===== src/rtl/cordic_phase_gen_pkg.sv =====
// Shared constants and state type for the CORDIC NCO wrapper and related blocks.
package cordic_phase_gen_pkg;

  localparam int unsigned ANGLE_PI     = 128;  // angle code for pi at 7 fractional bits
  localparam int unsigned DEF_N_FRAC   = 7;
  localparam int          DEF_X_INIT   = 77;   // 2^7 / 1.6468
  localparam int unsigned ITERATIONS   = 6;

  typedef enum logic [1:0] {
    ST_IDLE  = 2'b00,
    ST_ISSUE = 2'b01,
    ST_WAIT  = 2'b10
  } state_t;

endpackage


===== src/rtl/cordic_quadrant_fold.sv =====
// Folds a full-circle angle into the CORDIC convergence range (+/- pi/2).
module cordic_quadrant_fold #(
  parameter int unsigned N_FRAC = 7
) (
  input  logic [N_FRAC:0] i_p,
  output logic [N_FRAC:0] o_z,
  output logic            o_flip
);

  // Top two bits equal means p already lies in [-pi/2, pi/2).
  assign o_flip = i_p[N_FRAC] ^ i_p[N_FRAC-1];
  assign o_z    = o_flip ? {~i_p[N_FRAC], i_p[N_FRAC-1:0]} : i_p;

endmodule


===== src/rtl/cordic_phase_gen.sv =====
// NCO front/back-end: phase accumulator, quadrant fold, one rotation request per
// sample, and quadrant correction of the core's result.
module cordic_phase_gen
  import cordic_phase_gen_pkg::*;
#(
  parameter int unsigned N_FRAC   = DEF_N_FRAC,
  parameter int unsigned BW_PHASE = 16,
  parameter int          X_INIT   = DEF_X_INIT
) (
  input  logic                clk_i,
  input  logic                rst_i,
  input  logic                sample_strobe_i,
  input  logic [BW_PHASE-1:0] phase_inc_i,
  output logic [N_FRAC:0]     cordic_x_o,
  output logic [N_FRAC:0]     cordic_y_o,
  output logic [N_FRAC:0]     cordic_z_o,
  output logic                cordic_valid_strobe_o,
  input  logic [N_FRAC:0]     cordic_x_i,
  input  logic [N_FRAC:0]     cordic_y_i,
  input  logic                cordic_valid_strobe_i,
  output logic [N_FRAC:0]     cos_o,
  output logic [N_FRAC:0]     sin_o,
  output logic                sample_valid_strobe_o,
  output logic                busy_o,
  output logic                overrun_o
);

  localparam int unsigned W = N_FRAC + 1;
  localparam logic [N_FRAC:0] MOST_NEG = {1'b1, {N_FRAC{1'b0}}};
  localparam logic [N_FRAC:0] MOST_POS = {1'b0, {N_FRAC{1'b1}}};

  state_t              r_state;
  logic [BW_PHASE-1:0] r_phase_acc;
  logic                r_flip;

  logic [N_FRAC:0] w_p;
  logic [N_FRAC:0] w_z;
  logic            w_flip;
  logic [N_FRAC:0] w_neg_x;
  logic [N_FRAC:0] w_neg_y;

  assign w_p = r_phase_acc[BW_PHASE-1 -: W];

  cordic_quadrant_fold #(.N_FRAC(N_FRAC)) u_fold (
    .i_p    (w_p),
    .o_z    (w_z),
    .o_flip (w_flip)
  );

  always_comb begin
    w_neg_x = (cordic_x_i == MOST_NEG) ? MOST_POS : W'(-cordic_x_i);
    w_neg_y = (cordic_y_i == MOST_NEG) ? MOST_POS : W'(-cordic_y_i);
  end

  assign busy_o = (r_state != ST_IDLE);

  always_ff @(posedge clk_i or posedge rst_i) begin
    if (rst_i) begin
      r_state               <= ST_IDLE;
      r_phase_acc           <= '0;
      r_flip                <= 1'b0;
      cordic_x_o            <= '0;
      cordic_y_o            <= '0;
      cordic_z_o            <= '0;
      cordic_valid_strobe_o <= 1'b0;
      cos_o                 <= '0;
      sin_o                 <= '0;
      sample_valid_strobe_o <= 1'b0;
      overrun_o             <= 1'b0;
    end else begin
      cordic_valid_strobe_o <= 1'b0;
      sample_valid_strobe_o <= 1'b0;
      case (r_state)
        ST_IDLE: begin
          if (sample_strobe_i) begin
            r_phase_acc           <= r_phase_acc + phase_inc_i;
            r_flip                <= w_flip;
            cordic_x_o            <= W'(X_INIT);
            cordic_y_o            <= '0;
            cordic_z_o            <= w_z;
            cordic_valid_strobe_o <= 1'b1;
            r_state               <= ST_ISSUE;
          end
        end
        ST_ISSUE: begin
          if (sample_strobe_i) overrun_o <= 1'b1;
          r_state <= ST_WAIT;
        end
        ST_WAIT: begin
          if (sample_strobe_i) overrun_o <= 1'b1;
          if (cordic_valid_strobe_i) begin
            cos_o                 <= r_flip ? w_neg_x : cordic_x_i;
            sin_o                 <= r_flip ? w_neg_y : cordic_y_i;
            sample_valid_strobe_o <= 1'b1;
            r_state               <= ST_IDLE;
          end
        end
        default: r_state <= ST_IDLE;
      endcase
    end
  end

endmodule


===== config.mk =====
export PLATFORM = sky130hd
export DESIGN_NAME = cordic_phase_gen
export DESIGN_NICKNAME = d
export VERILOG_FILES = /design/src/rtl/cordic_phase_gen_pkg.sv /design/src/rtl/cordic_quadrant_fold.sv /design/src/rtl/cordic_phase_gen.sv
export SDC_FILE = /design/constraint.sdc
export NUM_CORES = 1
export LEC_CHECK = 0
export ABC_AREA = 0
export ABC_CLOCK_PERIOD_IN_PS = 5900
export CORE_MARGIN = 2
export CORE_UTILIZATION = 53
export DETAILED_ROUTE_END_ITERATION = 12
export PLACE_DENSITY = 0.95
export SLEW_MARGIN = 20
export SYNTH_ARGS = -nofsm -noshare
export SYNTH_HDL_FRONTEND = slang
export SYNTH_HIERARCHICAL = 1
export SYNTH_SLANG_ARGS = --single-unit

===== constraint.sdc =====
create_clock -name clk_i -period 5.9 [get_ports clk_i]
set_clock_uncertainty 0.05 [all_clocks]
set_input_delay 0.885 -clock clk_i [delete_from_list [all_inputs] [get_ports clk_i]]
set_output_delay 0.885 -clock clk_i [all_outputs]
set_load 0.02 [all_outputs]

# After elaboration in Yosys (flattened, before gate mapping)
# Cells that the tools add are included.
dict set report word_totals {
  regBits 47
  wordCells 40
  output_inout_bits 44
}
dict set report classes {
  reduce_logical 7
  n_eq_ne 6
  addsub 3
  bitwise 2
  n_mux 12
}
# op n
set ops {}
lappend ops {{8-bit 2-to-1 mux} 5}
lappend ops {{16-bit adder} 1}
lappend ops {{8-bit equality test, second input constant} 2}
lappend ops {{8-bit negation} 2}
lappend ops {{2-bit AND reduction} 4}
lappend ops {{2-bit case mux with 3 select lines} 1}
lappend ops {{1-bit 2-to-1 mux} 4}
lappend ops {{2-bit 2-to-1 mux} 2}
lappend ops {{2-bit != test, second input constant} 2}
lappend ops {{2-bit by 1-bit equality test with 1-bit output, second input constant} 1}
lappend ops {{2-bit equality test, second input constant} 1}
lappend ops {{2-bit logical NOT} 1}
lappend ops {{2-bit nonzero test} 1}
lappend ops {{2-bit OR reduction} 1}
lappend ops {{1-bit inverter} 1}
lappend ops {{1-bit bitwise XOR} 1}

# Depth between registers and ports, before layout
dict set report logic_depth {
  depth_word 3
  mapped_depth 8
}

# Cells and area by module
# Netlist, hierarchy kept.
# module cells_per_inst seq_area_each_um2 n_inst area_each_um2
set by_module_without_submodules {}
lappend by_module_without_submodules {cordic_phase_gen 330 1176.1 1 2939.1}
lappend by_module_without_submodules {cordic_quadrant_fold 9 0.0 1 65.1}

# Worst setup path after synthesis
# No wires, ideal clock.
dict set report synth_path {
  path_kind {in2reg}
  startpoint {input port phase_inc_i[8]}
  endpoint {register r_phase_acc[15]}
  slack_ns 3.215
  path_stages 6
  path_buffers 0
  arrival_ns 2.545
  t_required_ns 5.760
  setup_ns 0.090
  cell_sequence {ha_1 nand4_2 or3_4 or3_1 a2111o_1 o221ai_1}
}
dict set report synth_via {
  elab_chain_cells 1
}
# element line
set synth_rtl {}
lappend synth_rtl {{start: declaration} cordic_phase_gen.sv:13} ;# input logic [BW_PHASE-1:0] phase_inc_i,
lappend synth_rtl {{16-bit adder} cordic_phase_gen.sv:76} ;# r_phase_acc <= r_phase_acc + phase_inc_i;
lappend synth_rtl {{end signal: assignment} cordic_phase_gen.sv:76}
lappend synth_rtl {{end: declaration} cordic_phase_gen.sv:33} ;# logic [BW_PHASE-1:0] r_phase_acc;
# No other way between the ends.
# A chain may end at the register's enable or synchronous reset.

# Final worst setup path
dict set report layout_path {
  startpoint {input port sample_strobe_i}
  endpoint {register r_phase_acc[13]}
}
dict set report layout_via {
  elab_chain_cells 1
}
# element line
set layout_rtl {}
lappend layout_rtl {{start: declaration} cordic_phase_gen.sv:12} ;# input logic sample_strobe_i,
lappend layout_rtl {{2-bit AND reduction (no line)} -}
# No other way between the ends.

==> summary.md <==
| Metric | Value |
|---|---|
| Status | finished, final reports clean |
| Die area | 6286 µm² |
| Post-CTS setup buffers | 0 |
| Cells after DPL | 459 |
| Num Clock Sinks | 47 |
| Initial antenna violation count | 0 |
| Tmin final | 3.073 ns |
| Die X | 79.29 µm |
| CTS resizes | 0 |
| Synth area leader | dfrtp_1 |
| Pwr/cell area | 487.4 nW/µm² |
| CP startpoint kind | primary input |
| Ports | 80 |
| DP HPWL | 5.066 mm |
| 1st-pass router iterations | 4 |
| Worst setup path endpoint | r_phase_acc[13] |
| CP required | 6.04 ns |
| Synthesis Warnings | 6 |
| Fin cells | 467 |
| Cell Rows | 27 |
| R2R cell count | 9 |
| Worst setup EP type | flip-flop |
| Synth area leaders | dfrtp_1 39%, ha_1 8.7%, nand2_1 8.2% |
| CTS tree | built |
| Critical path class | primary input to flip-flop |
| Grt ovf | 0 |
| CTS hold repair buffers | 0 |
| Multi-input gate area | 1625 µm² |
| PortBufs | 67 |
| Clock-pin slew on the worst setup and hold paths | 0.09 ns |
| Max Cap Viol | 0 |
| Post-synth EDFFs | 0 |
| Top FF cell, synth | dfrtp_1 |
| Gr usage total | 0.2299 |
| Setup TNS | 0 ns |
| Final worst path period share | 0.5208 |
| Crit path launch | sample_strobe_i |
| Initial Util | 0.5456 |
| Core area | 5507 µm² |
| FF+latch area | 1176 µm² |
| Clock root buffer | clkbuf_8 |
| Proportion of layout cells with a drive suffix above 1 | 0.03797 |
| DP Worst Slack | 2.565 ns |
| Worst EP arrival | 3.22 ns |
| GP Congestion | 0.9234 |
| DRC Markers | 0 |
| Clk Latency, worst-skew pair | 0.30 ns |
| Vias in the first global route | 2568 |
| Die height | 79.29 µm |
| Worst Max-Slew Pin Slew | 0.8119 ns |
| Max Clk Rate | 325.4 MHz |
| Antenna diodes | 0 |
| CTS Buf Count | 5 |
| Fin. max-slew vios | 0 |
| Crit path max fanout | 40 |
| RSZ-0062 raised after global routing | false |
| Pleak | 1.699 nW |
| Reg2reg start | r_state[0] |
| Ys async rst share | 1.000 |
| VDD IR-drop max | 202.6 µV |
| Smallest setup slack after layout | 2.827 ns |
| Cell area after synthesis | 3004 µm² |
| Htree depth | 2 |
| Vias per cell | 5.752 |
| Syn Inst Count | 339 |
| Yosys top cell area share | 0.3915 |
| Area delta synth->final | 23.20% |
| Initial DRC Count | 195 |
| Hold Fails Final Rpt | 0 |
| Post-Route WL | 6.988 mm |
| Final nets | 452 |
| FF+latch count, synth | 47 |
| Fillers | 427 |
| Hold Path Class | flip-flop to flip-flop |
| Setup slack, reg-to-reg | 3.19 ns |
| Synth cell types | 49 |
| Slew headroom | 0.4581 |
| RR Endpoint | r_phase_acc[13] |
| Routed Antenna Nets | 0 |
| Finish-stage setup viols | 0 |
| Vias | 2686 |
| Global-route wire length before repair | 11.54 mm |
| Avg Cell Area, Syn | 8.862 µm² |
| Clock buffer depth | 2 |
| Sequential share of the synthesized area | 0.3915 |
| Wirelength per Cell | 14.96 µm |
| Hold slack final | 0.4268 ns |
| Largest net degree at the start of global routing | 48 |
## cells in the mapped netlist, drive strengths merged (2+ instances only)
cell type,n
or3,3
ha,21
mux2i,3
inv,11
a22o,2
a31oi,3
nand2b,2
o31ai,8
a211oi,2
xor2,12
o21ai,14
nor3,7
a21oi,22
buf,22
a21o,8
a221o,2
o211ai,2
o21a,5
dfrtp,47
and2,3
nand2,66
xnor2,6
mux2,3
nand3,6
clkbuf,9
nor2b,3
nor2,25
nand3b,2
## worst min-delay path by stage
stage	start	endpoint	slack, ns	depth (start not counted)
2_1_floorplan	r_phase_acc[0]	r_phase_acc[0]	0.40	2
3_3_place_gp	cos_o[6]	cos_o[6]	0.40	2
3_5_place_dp	overrun_o	overrun_o	0.39	1
4_1_cts	overrun_o	overrun_o	0.42	1
5_1_grt	overrun_o	overrun_o	0.44	1
6_report	cordic_z_o[2]	cordic_z_o[2]	0.43	2
## per-stage QoR
stage | util | cell area (µm²) | power (mW)
after floorplan | - | 3045 | 1.288
after global placement | 0.6564 | 3615 | 1.546
after detailed placement | 0.6564 | 3615 | 1.598
after CTS | 0.6719 | 3700 | 1.800
after global routing | 0.6721 | 3701 | 1.941
final | 0.6721 | 3701 | 1.804
## kinds of logic (layout without fill, tap and decap cells)
kind of cell / after synthesis / count (layout) / share of synthesized area
adder cells (fa/ha/maj): 22 / 22 / 0.09413
multiplexers: 6 / 6 / 0.02124
AND/OR/NAND/NOR: 121 / 121 / 0.1778
buffers and inverters: 43 / 88 / 0.08121
AO/OA/AOI/OAI: 81 / 81 / 0.1804
XOR/XNOR: 18 / 18 / 0.05248
flip-flops: 47 / 47 / 0.3915
other: 1 / 12 / 0.001248
## sequential cells by signal (all words and copies together) (netlist names)
name / flops
r_state: 2
sin_o: 8
cordic_x_o: 1
cordic_valid_strobe_o: 1
sample_valid_strobe_o: 1
r_phase_acc: 16
overrun_o: 1
r_flip: 1
cos_o: 8
cordic_z_o: 8
## worst max-delay path: stages
cell	delay, ns
clkdlybuf4s50_1	0.45
nand2_1	0.09
buf_4	0.36
clkinv_1	0.54
nand2_1	0.24
a211oi_1	0.08
mux2_2	0.31
a221o_1	0.26
## routing by layer
layer / global-route usage / wire (µm)
met1: 0.2661 / 2818
met2: 0.4136 / 3556
met3: 0.04205 / 379
met4: 0.1000 / 233
met5: 0 / 0
## final cells by class
class                   count  area share
repair buffers             68      0.1832
inverters                  12     0.01251
multi-input cells         260      0.4391
well taps                  72     0.02434
clock buffers               6     0.01961
flip-flops and latches     47      0.3178
clock inverters             2    0.003381
## layout by cell type (no fill, tap or decap), types with 2 or more instances in the layout
cell type,n
or3_1,2
o31ai_1,8
a221o_1,2
clkbuf_8,5
nand2_1,66
nor2_1,25
clkdlybuf4s50_1,67
xor2_1,12
a22o_1,2
a21oi_1,22
mux2i_1,3
and2_1,3
dfrtp_1,47
nor2b_1,3
xnor2_1,6
nor3_1,7
o211ai_1,2
conb_1,12
clkinv_2,2
nand3b_1,2
a211oi_1,2
a31oi_1,3
mux2_2,3
a21o_1,8
ha_1,21
nand2b_1,2
nand3_1,6
inv_1,10
o21ai_0,14
o21a_1,5
## where the power goes
group	internal (mW)	switching, mW
clock	0.0831	0.113
sequential	0.465	0.106
combinational	0.456	0.580
total	1.00	0.799
(Power assumes the default switching activity.)
